**config.mk**
```make
export PLATFORM = sky130hd
export DESIGN_NAME = uart_rx_oversampled_flat
export DESIGN_NICKNAME = d
export VERILOG_FILES = /design/src/rtl/uart_rx_oversampled_pkg.sv /design/src/rtl/uart_rx_oversampled_if.sv /design/src/rtl/uart_rx_oversampled_sync.sv /design/src/rtl/uart_rx_oversampled.sv /design/src/flat_wrapper.sv
export SDC_FILE = /design/constraint.sdc
export NUM_CORES = 1
export LEC_CHECK = 0
export BUFFER_PORTS_ARGS = -buffer_cell sky130_fd_sc_hd__buf_2
export CAP_MARGIN = 20
export CORE_MARGIN = 3
export CORE_UTILIZATION = 60
export CTS_BUF_LIST = sky130_fd_sc_hd__clkbuf_4 sky130_fd_sc_hd__clkbuf_8
export DETAILED_ROUTE_END_ITERATION = 8
export MAX_ROUTING_LAYER = met4
export PLACE_DENSITY_LB_ADDON = 0.3
export SLEW_MARGIN = 5
export SYNTH_ARGS = -nofsm -noshare
export SYNTH_HDL_FRONTEND = slang
export SYNTH_SLANG_ARGS = --single-unit
```
**constraint.sdc**
```tcl
create_clock -name clk -period 2.05 [get_ports clk]
set_input_delay 0.205 -clock clk [delete_from_list [all_inputs] [get_ports clk]]
set_output_delay 0.205 -clock clk [all_outputs]
set_load 0.01 [all_outputs]
```
**src/rtl/uart_rx_oversampled_pkg.sv**
```systemverilog
// Shared UART receiver definitions: FSM encoding, default frame parameters, counter sizing.
package uart_rx_oversampled_pkg;

  localparam int unsigned DefDbit       = 8;
  localparam int unsigned DefSbTick     = 16;
  localparam int unsigned DefOversample = 16;

  typedef enum logic [2:0] {
    StIdle  = 3'd0,
    StStart = 3'd1,
    StData  = 3'd2,
    StStop  = 3'd3,
    StBreak = 3'd4
  } rx_state_e;

  // The s counter is shared by the bit and stop phases, so it must cover the longer of the two.
  function automatic int unsigned cnt_width(input int unsigned a, input int unsigned b);
    int unsigned wa;
    int unsigned wb;
    wa = (a > 1) ? $clog2(a) : 1;
    wb = (b > 1) ? $clog2(b) : 1;
    return (wa > wb) ? wa : wb;
  endfunction

endpackage

```
**src/rtl/uart_rx_oversampled_if.sv**
```systemverilog
// Receiver-to-consumer byte stream: held byte with valid/ready plus error pulses.
interface uart_rx_oversampled_if
  import uart_rx_oversampled_pkg::*;
#(
  parameter int unsigned DBIT = DefDbit
);

  logic [DBIT-1:0] dout;
  logic            dout_valid;
  logic            dout_ready;
  logic            frame_err;
  logic            overrun_err;

  modport master (
    output dout,
    output dout_valid,
    output frame_err,
    output overrun_err,
    input  dout_ready
  );

  modport slave (
    input  dout,
    input  dout_valid,
    input  frame_err,
    input  overrun_err,
    output dout_ready
  );

endinterface

```
**src/rtl/uart_rx_oversampled_sync.sv**
```systemverilog
// Two-flop synchronizer for the asynchronous serial line; resets to the idle (high) level.
module rx_sync_2ff (
  input  logic clk,
  input  logic reset,
  input  logic d,
  output logic q
);

  logic [1:0] ff_q;

  always_ff @(posedge clk) begin
    if (reset) begin
      ff_q <= 2'b11;
    end else begin
      ff_q <= {ff_q[0], d};
    end
  end

  assign q = ff_q[1];

endmodule

```
**src/rtl/uart_rx_oversampled.sv**
```systemverilog
// Oversampled UART receiver: mid-bit sampling FSM feeding a one-entry valid/ready holding register.
module uart_rx_oversampled
  import uart_rx_oversampled_pkg::*;
#(
  parameter int unsigned DBIT       = DefDbit,
  parameter int unsigned SB_TICK    = DefSbTick,
  parameter int unsigned OVERSAMPLE = DefOversample
) (
  input  logic                  clk,
  input  logic                  reset,
  input  logic                  rx,
  input  logic                  s_tick,
  uart_rx_oversampled_if.master out
);

  localparam int unsigned SW = cnt_width(OVERSAMPLE, SB_TICK);
  localparam int unsigned NW = (DBIT > 1) ? $clog2(DBIT) : 1;

  localparam logic [SW-1:0] SHalf = SW'(OVERSAMPLE / 2 - 1);
  localparam logic [SW-1:0] SFull = SW'(OVERSAMPLE - 1);
  localparam logic [SW-1:0] SStop = SW'(SB_TICK - 1);
  localparam logic [NW-1:0] NLast = NW'(DBIT - 1);

  logic rx_s;

  rx_sync_2ff u_rx_sync (
    .clk   (clk),
    .reset (reset),
    .d     (rx),
    .q     (rx_s)
  );

  rx_state_e       state_q, state_d;
  logic [SW-1:0]   s_q, s_d;
  logic [NW-1:0]   n_q, n_d;
  logic [DBIT-1:0] shreg_q, shreg_d;
  logic            byte_done;
  logic            stop_bad;

  logic [DBIT-1:0] dout_q;
  logic            valid_q;
  logic            frame_err_q;
  logic            overrun_err_q;

  always_ff @(posedge clk) begin
    if (reset) begin
      state_q <= StIdle;
      s_q     <= '0;
      n_q     <= '0;
      shreg_q <= '0;
    end else begin
      state_q <= state_d;
      s_q     <= s_d;
      n_q     <= n_d;
      shreg_q <= shreg_d;
    end
  end

  always_comb begin
    state_d   = state_q;
    s_d       = s_q;
    n_d       = n_q;
    shreg_d   = shreg_q;
    byte_done = 1'b0;
    stop_bad  = 1'b0;
    case (state_q)
      // Start detection runs every clock so the falling edge is not missed between ticks.
      StIdle: begin
        if (!rx_s) begin
          state_d = StStart;
          s_d     = '0;
        end
      end
      StStart: begin
        if (s_tick) begin
          if (s_q == SHalf) begin
            if (!rx_s) begin
              state_d = StData;
              s_d     = '0;
              n_d     = '0;
            end else begin
              state_d = StIdle;
            end
          end else begin
            s_d = s_q + 1'b1;
          end
        end
      end
      StData: begin
        if (s_tick) begin
          if (s_q == SFull) begin
            s_d     = '0;
            shreg_d = {rx_s, shreg_q[DBIT-1:1]};
            if (n_q == NLast) begin
              state_d = StStop;
            end else begin
              n_d = n_q + 1'b1;
            end
          end else begin
            s_d = s_q + 1'b1;
          end
        end
      end
      StStop: begin
        if (s_tick) begin
          if (s_q == SStop) begin
            if (rx_s) begin
              byte_done = 1'b1;
              state_d   = StIdle;
            end else begin
              stop_bad = 1'b1;
              state_d  = StBreak;
            end
          end else begin
            s_d = s_q + 1'b1;
          end
        end
      end
      // A line held low after a bad stop bit must go high before a new start is accepted.
      StBreak: begin
        if (rx_s) begin
          state_d = StIdle;
        end
      end
      default: begin
        state_d = StIdle;
      end
    endcase
  end

  always_ff @(posedge clk) begin
    if (reset) begin
      dout_q        <= '0;
      valid_q       <= 1'b0;
      frame_err_q   <= 1'b0;
      overrun_err_q <= 1'b0;
    end else begin
      frame_err_q   <= stop_bad;
      overrun_err_q <= 1'b0;
      if (byte_done) begin
        if (!valid_q || out.dout_ready) begin
          dout_q  <= shreg_q;
          valid_q <= 1'b1;
        end else begin
          overrun_err_q <= 1'b1;
        end
      end else if (valid_q && out.dout_ready) begin
        valid_q <= 1'b0;
      end
    end
  end

  assign out.dout        = dout_q;
  assign out.dout_valid  = valid_q;
  assign out.frame_err   = frame_err_q;
  assign out.overrun_err = overrun_err_q;

endmodule

```
**src/flat_wrapper.sv**
```systemverilog
// flat-port wrapper written by rule: the top's interface ports become plain ports
module uart_rx_oversampled_flat import uart_rx_oversampled_pkg::*;
#(
  parameter int unsigned DBIT       = DefDbit,
  parameter int unsigned SB_TICK    = DefSbTick,
  parameter int unsigned OVERSAMPLE = DefOversample
)
  (clk, reset, rx, s_tick, out_dout, out_dout_valid, out_frame_err, out_overrun_err, out_dout_ready);
  uart_rx_oversampled_if #(.DBIT(DBIT)) out_i ();
  input  logic clk;
  input  logic reset;
  input  logic rx;
  input  logic s_tick;
  output wire logic [$bits(out_i.dout)-1:0] out_dout;
  output wire logic [$bits(out_i.dout_valid)-1:0] out_dout_valid;
  output wire logic [$bits(out_i.frame_err)-1:0] out_frame_err;
  output wire logic [$bits(out_i.overrun_err)-1:0] out_overrun_err;
  input wire logic [$bits(out_i.dout_ready)-1:0] out_dout_ready;
  assign out_dout = out_i.dout;
  assign out_dout_valid = out_i.dout_valid;
  assign out_frame_err = out_i.frame_err;
  assign out_overrun_err = out_i.overrun_err;
  assign out_i.dout_ready = out_dout_ready;
  uart_rx_oversampled #(.DBIT(DBIT), .SB_TICK(SB_TICK), .OVERSAMPLE(OVERSAMPLE)) u_core (.clk(clk), .reset(reset), .rx(rx), .s_tick(s_tick), .out(out_i));
endmodule
```
==> results.yml, run 1 <==
placed_design:
  dp_slack_ps: 214
  postPlaceCellArea_um2: 1540
  place_hpwl_um: 1970
  numPortBuffers: 15
  place_congestion: 0.826
sta:
  worst_slack_ps: 164
  fin_crit_sh_pct: 92.0
  period_minus_slack_ps: 1890
  timing.setup.tns_ps: 0
  tightestPinTransition_ps: 565
  fmax_mhz: 530
  slew_violations: 0
  finalSetupViolCount: 0
  rsz0062_at_grt: "false"
  skew_ps: 6.87
  report.final.hold_viol_count: 0
  worst_hold_slack_ps: 81.4
  max-slew-margin-rel_pct: 62.3
outcome:
  outcome: "finished clean"
power:
  p_per_area_nw_per_um2: 655
  clkPwrFrac_pct: 38.1
  leakage_nw: 0.615
  seqPwrFrac_pct: 57.7
  combPwrFrac_pct: 4.1
  switching_power_w: 0.000221
  p_sw_share_pct: 20.8
  finalPower_w: 0.00106
  vdd_drop_max_mv: 0.733
  internal_power_w: 0.000838
synth:
  syn_inst: 161
  synth_area_leader_cell: "dfxtp_1"
  synthesis.area_um2: 1510
  yosys.area.top_type_share_pct: 41.0
  yosysWarnings: 0
  syn_nets: 169
  async_flop_share_pct: 0
  synth-edff-count: 0
  synth.avg_cell_area_um2: 9.40
  synthFlopType: "dfxtp_1"
  seq_area_frac_synth_pct: 41.0
  ys_seq_elements: 31
  synth_cell_types: 48
  synthTopCellsByArea: "dfxtp_1 41%, mux2i_1 12%, nor2_1 5.7%, buf_4 2.5%, ha_1 2.5%"
final_layout:
  stdcell_area_um2: 1620
  area_growth_pct: 6.87
  n_fill_cell: 179
  mostFrequentLayoutCell: "dfxtp_1"
  diodes: 0
  nets: 180
  drive_gt1_share_pct: 19.1
  multi_input_area_um2: 787
  ff_latch_area_um2: 621
  layout_common_cells: "31 x dfxtp_1, 23 x nor2_1, 18 x mux2i_1"
drt:
  wire_per_inst_um: 13.9
  viasPerCell: 5.95
  drtAntennaViolNets: 0
  drc: 0
  num_vias: 1195
  first_pass_iters: 4
  dr.first_iter.drc_count: 38
  wirelength_um: 2800
worst_setup_path:
  cp_num_buf_inv: 0
  crit_type: "reg2reg"
  crit_family: "simple AND/OR/NAND/NOR gates"
  cp-end-kind: "flop"
  cp.arrival_ps: 2070
  crit_slowest_cell: "dfxtp_1"
  path_cells: "and3b_1 > and4_2 > mux2i_1 > nor2_1"
  critPathRequiredTime_ps: 2230
  critPathMaxStageDelay_ps: 690
  worst-path-max-fanout: 19
  crit_path_start_kind: "flop"
clocking:
  clockRootBuffer: "clkbuf_4"
  numCtsBuffers: 5
  tritoncts: "done"
  cts.sinks: 31
  clockBufferDepth: 2
  clk_latency_ps: 310
  cts_resized: 0
  cts_hold_buf: 0
  path_clk_slew_ps: 90
  post_cts_buffers: 0
  htreeDepth: 2
global_routing:
  grt_pass1_wl_um: 4710
  antenna_found_initial: 0
  grt_max_degree: 32
  overflow: 0
  grt_use_total_pct: 18.8
  first_global_vias: 1071
hold_path:
  hold_path.class: "in2reg"
floorplan:
  die_h_um: 56.2
  die_w_um: 56.2
  num_rows: 17
  initial_core_util_pct: 65.8
  ioPinCount: 16
  die-area_um2: 3160
  core_um2: 2300
run:
  maxCapViolCount: 0
[synthesized netlist by cell type (3+ instances only)]
cell,n
inv_1,3
nand2_1,5
a21oi_1,6
buf_4,5
buf_2,3
o21ai_0,6
dfxtp_1,31
nand3_1,6
ha_1,3
a21o_1,3
buf_6,3
mux2i_1,18
nor2_1,23
nor3_1,6
[path summary, 6_finish.rpt]
check	start	to	slack (ps)	cells past startpoint
worst max register to register	u_core.state_q[1]$_SDFFE_PP0P_	u_core.out.dout[6]$_SDFFE_PP0P_	160	4
worst max-delay path	u_core.state_q[1]$_SDFFE_PP0P_	u_core.out.dout[6]$_SDFFE_PP0P_	160	4
worst min-delay path	rx	u_core.u_rx_sync.ff_q[0]$_SDFF_PP1_	80	2
worst min register to register	u_core.u_rx_sync.ff_q[0]$_SDFF_PP1_	u_core.u_rx_sync.ff_q[1]$_SDFF_PP1_	420	1
[state kept, by name, indices dropped and copies added (netlist names)]
register                count
u_core.out.dout             8
u_core.shreg_q              8
u_core.s_q                  4
u_core.n_q                  3
u_core.state_q              3
u_core.u_rx_sync.ff_q       2
u_core.out.dout_valid       1
u_core.out.frame_err        1
u_core.out.overrun_err      1
[cell type report]
class,instances,share of cell area (%)
Tap cell,28,2.17
Inverter,3,0.697
Clock buffer,8,4.49
Sequential cell,31,38.4
Timing Repair Buffer,17,5.57
Multi-Input combinational cell,114,48.7
[metal layers]
| layer | track usage [%] | wire, µm | up-vias |
|---|---|---|---|
| met5 | - | 0 | - |
| met4 | 3.05 | 6 | 0 |
| met3 | 4.87 | 136 | 2 |
| met2 | 30.2 | 1280 | 31 |
| met1 | 24.2 | 1380 | 560 |
| li1 | - | - | 602 |
[through the flow]
step / util [%] / cells
floorplan: - / 161
global placement: 67.2 / 193
detailed placement: 67.2 / 193
CTS: 70.4 / 201
global route: 70.4 / 201
finish: 70.4 / 201
[power by group through the flow]
stage	Clock (W)	Sequential [W]	Combinational, W
3_3_place_gp	0	0.000625	0.0000412
5_1_grt	0.000440	0.000613	0.0000487
6_report	0.000404	0.000612	0.0000437
3_5_place_dp	0	0.000625	0.0000433
2_1_floorplan	0	0.000621	0.0000412
4_1_cts	0.000414	0.000611	0.0000435
[logic make-up after synthesis]
logic type | Yosys count | share of synthesized area (%)
AOI/OAI and AO/OA | 31 | 14.9
buffers and inverters | 16 | 6.95
DFF | 31 | 41.0
muxes | 19 | 12.7
xor gates and xnor gates | 1 | 0.579
and+or+nand+nor | 60 | 21.4
adders and majority gates | 3 | 2.48
No activity file was read; power rests on OpenSTA's default activity.
==> inputs of run 2 (changes only) <==
--- a/config.mk
+++ b/config.mk
@@ -5,13 +5,13 @@
 export SDC_FILE = /design/constraint.sdc
 export NUM_CORES = 1
 export LEC_CHECK = 0
+export ABC_AREA = 1
 export BUFFER_PORTS_ARGS = -buffer_cell sky130_fd_sc_hd__buf_2
 export CAP_MARGIN = 20
 export CORE_MARGIN = 3
 export CORE_UTILIZATION = 60
 export CTS_BUF_LIST = sky130_fd_sc_hd__clkbuf_4 sky130_fd_sc_hd__clkbuf_8
 export DETAILED_ROUTE_END_ITERATION = 8
-export MAX_ROUTING_LAYER = met4
 export PLACE_DENSITY_LB_ADDON = 0.3
 export SLEW_MARGIN = 5
 export SYNTH_ARGS = -nofsm -noshare
==> results.yml, run 2 <==
global_routing:
  grt_pass1_wl_um: 5640
  overflow: 0
  grt_max_degree: 19
  grt_use_total_pct: 22.9
  first_global_vias: 1336
  antenna_found_initial: 0
synth:
  synth.avg_cell_area_um2: 7.19
  yosysMostFrequentCell: "nand2_1"
  syn_inst: 204
  synth-edff-count: 0
  yosysWarnings: 0
  syn_nets: 212
  synth_area_leader_cell: "dfxtp_1"
  synth_cell_types: 26
  yosys.area.top_type_share_pct: 42.3
  ys_seq_elements: 31
  synthesis.area_um2: 1470
  synthFlopType: "dfxtp_1"
  async_flop_share_pct: 0
  synthTopCellsByArea: "dfxtp_1 42%, nand2_1 12%, nor2_1 8.7%, nand3_1 7.8%, a21oi_1 5.1%"
  seq_area_frac_synth_pct: 42.3
  synthTopCellsByCount: "47 x nand2_1, 34 x nor2_1, 31 x dfxtp_1"
sta:
  rsz0062_at_grt: "false"
  skew_ps: 11.5
  slew_violations: 0
  tightestPinTransition_ps: 412
  report.final.hold_viol_count: 0
  period_minus_slack_ps: 1630
  fmax_mhz: 613
  fin_crit_sh_pct: 79.5
  finalSetupViolCount: 0
  timing.setup.tns_ps: 0
  max-slew-margin-rel_pct: 72.5
worst_setup_path:
  crit_path_start_kind: "flop"
  cp-end-kind: "flop"
  crit_type: "reg2reg"
  cp.arrival_ps: 1840
  worst-path-max-fanout: 10
  critPathRequiredTime_ps: 2260
drt:
  wirelength_um: 3130
  num_vias: 1370
  first_pass_iters: 4
  drc: 0
  viasPerCell: 5.46
  drtAntennaViolNets: 0
  wire_per_inst_um: 12.5
  dr.first_iter.drc_count: 45
clocking:
  cts_resized: 0
  htreeDepth: 2
  path_clk_slew_ps: 100
  cts.sinks: 31
  clk_latency_ps: 330
  tritoncts: "done"
  cts_hold_buf: 0
  numCtsBuffers: 5
  clockRootBuffer: "clkbuf_4"
  clockBufferDepth: 2
  post_cts_buffers: 0
placed_design:
  place_congestion: 0.949
  numPortBuffers: 15
  place_hpwl_um: 2350
run:
  maxCapViolCount: 0
outcome:
  outcome: "finished clean"
hold_path:
  hold_path.class: "in2reg"
final_layout:
  layout_common_cells: "47 x nand2_1, 34 x nor2_1, 31 x dfxtp_1"
  nets: 230
  mostFrequentLayoutCell: "nand2_1"
  diodes: 0
  final_util_pct: 72.3
  drive_gt1_share_pct: 16.6
  area_growth_pct: 11.2
floorplan:
  die_h_um: 55.4
  die-area_um2: 3070
  ioPinCount: 16
  die_w_um: 55.4
  num_rows: 17
  core_um2: 2250
  initial_core_util_pct: 65.0
power:
  leakage_nw: 0.737
  vdd_drop_max_mv: 0.742
  finalPower_w: 0.00177
  p_per_area_nw_per_um2: 1090
run 2: cell types whose count changed after synthesis, moves of 3 or more:
cell     before  now
nand2_1       5   47
mux2i_1      18    0
nand3_1       6   23
inv_1         3   14
nor2_1       23   34
a21oi_1       6   15
buf_4         5    0
o21ai_0       6   10
a21o_1        3    0
buf_2         3    0
run 2: per-stage QoR:
step / hold WS, ps / instances / area (µm²) / setup slack (ps)
after floorplan: 309 / 204 / 1470 / 657
after global placement: 387 / 243 / 1560 / 573
after detailed placement: 391 / 243 / 1560 / 464
after CTS: 44.0 / 251 / 1630 / 426
after global routing: 38.2 / 251 / 1630 / 279
final: 58.1 / 251 / 1630 / 419
run 2: layout make-up:
| class | count | area [µm²] |
|---|---|---|
| timing repair buffer | 16 | 82.6 |
| fill | 182 | 624 |
| clock buffer | 8 | 72.6 |
| inverter | 16 | 60.1 |
| multi-input combinational | 152 | 759 |
| sequential | 31 | 621 |
| tap | 28 | 35.0 |
run 2: final timing paths:
| path | slack (ps) | from | cells past startpoint | to |
|---|---|---|---|---|
| hold reg to reg | 410 | u_core.u_rx_sync.ff_q[0]$_SDFF_PP1_ | 1 | u_core.u_rx_sync.ff_q[1]$_SDFF_PP1_ |
| setup reg to reg | 420 | u_core.s_q[0]$_SDFFE_PP0P_ | 8 | u_core.out.dout[2]$_SDFFE_PP0P_ |
| setup / recovery | 420 | u_core.s_q[0]$_SDFFE_PP0P_ | 8 | u_core.out.dout[2]$_SDFFE_PP0P_ |
| hold / removal | 60 | rx | 2 | u_core.u_rx_sync.ff_q[0]$_SDFF_PP1_ |
run 2: report_power, final:
part | switching (W) | internal [W]
clock | 0.000204 | 0.000215
combinational | 0.000409 | 0.000196
sequential | 0.0000939 | 0.000652
run 2: kinds of logic after synthesis:
| group | after synthesis | synth area share, % |
|---|---|---|
| AO/OA/AOI/OAI | 28 | 10.2 |
| XOR/XNOR | 1 | 0.597 |
| adder cells (fa/ha/maj) | 3 | 2.56 |
| buffers and inverters | 21 | 5.89 |
| flip-flops | 31 | 42.3 |
| AND/OR/NAND/NOR | 120 | 38.4 |
run 2: critical path, stage by stage (launching register included):
cell,delay [ps]
dfxtp_1,370
ha_1,270
nand3_4,160
nor2_4,170
inv_2,80
nor2_8,150
nand2_2,140
nand2_1,110
a21oi_1,60
run 2: per-layer routing:
metal	part of all wire, %	wire (µm)	track usage (%)	up-vias
met5	0	0	0	-
met4	2.6	80	9.38	0
met3	4.5	141	7.48	10
met2	50	1580	39.4	29
met1	42	1330	26.0	630
li1	-	-	-	701
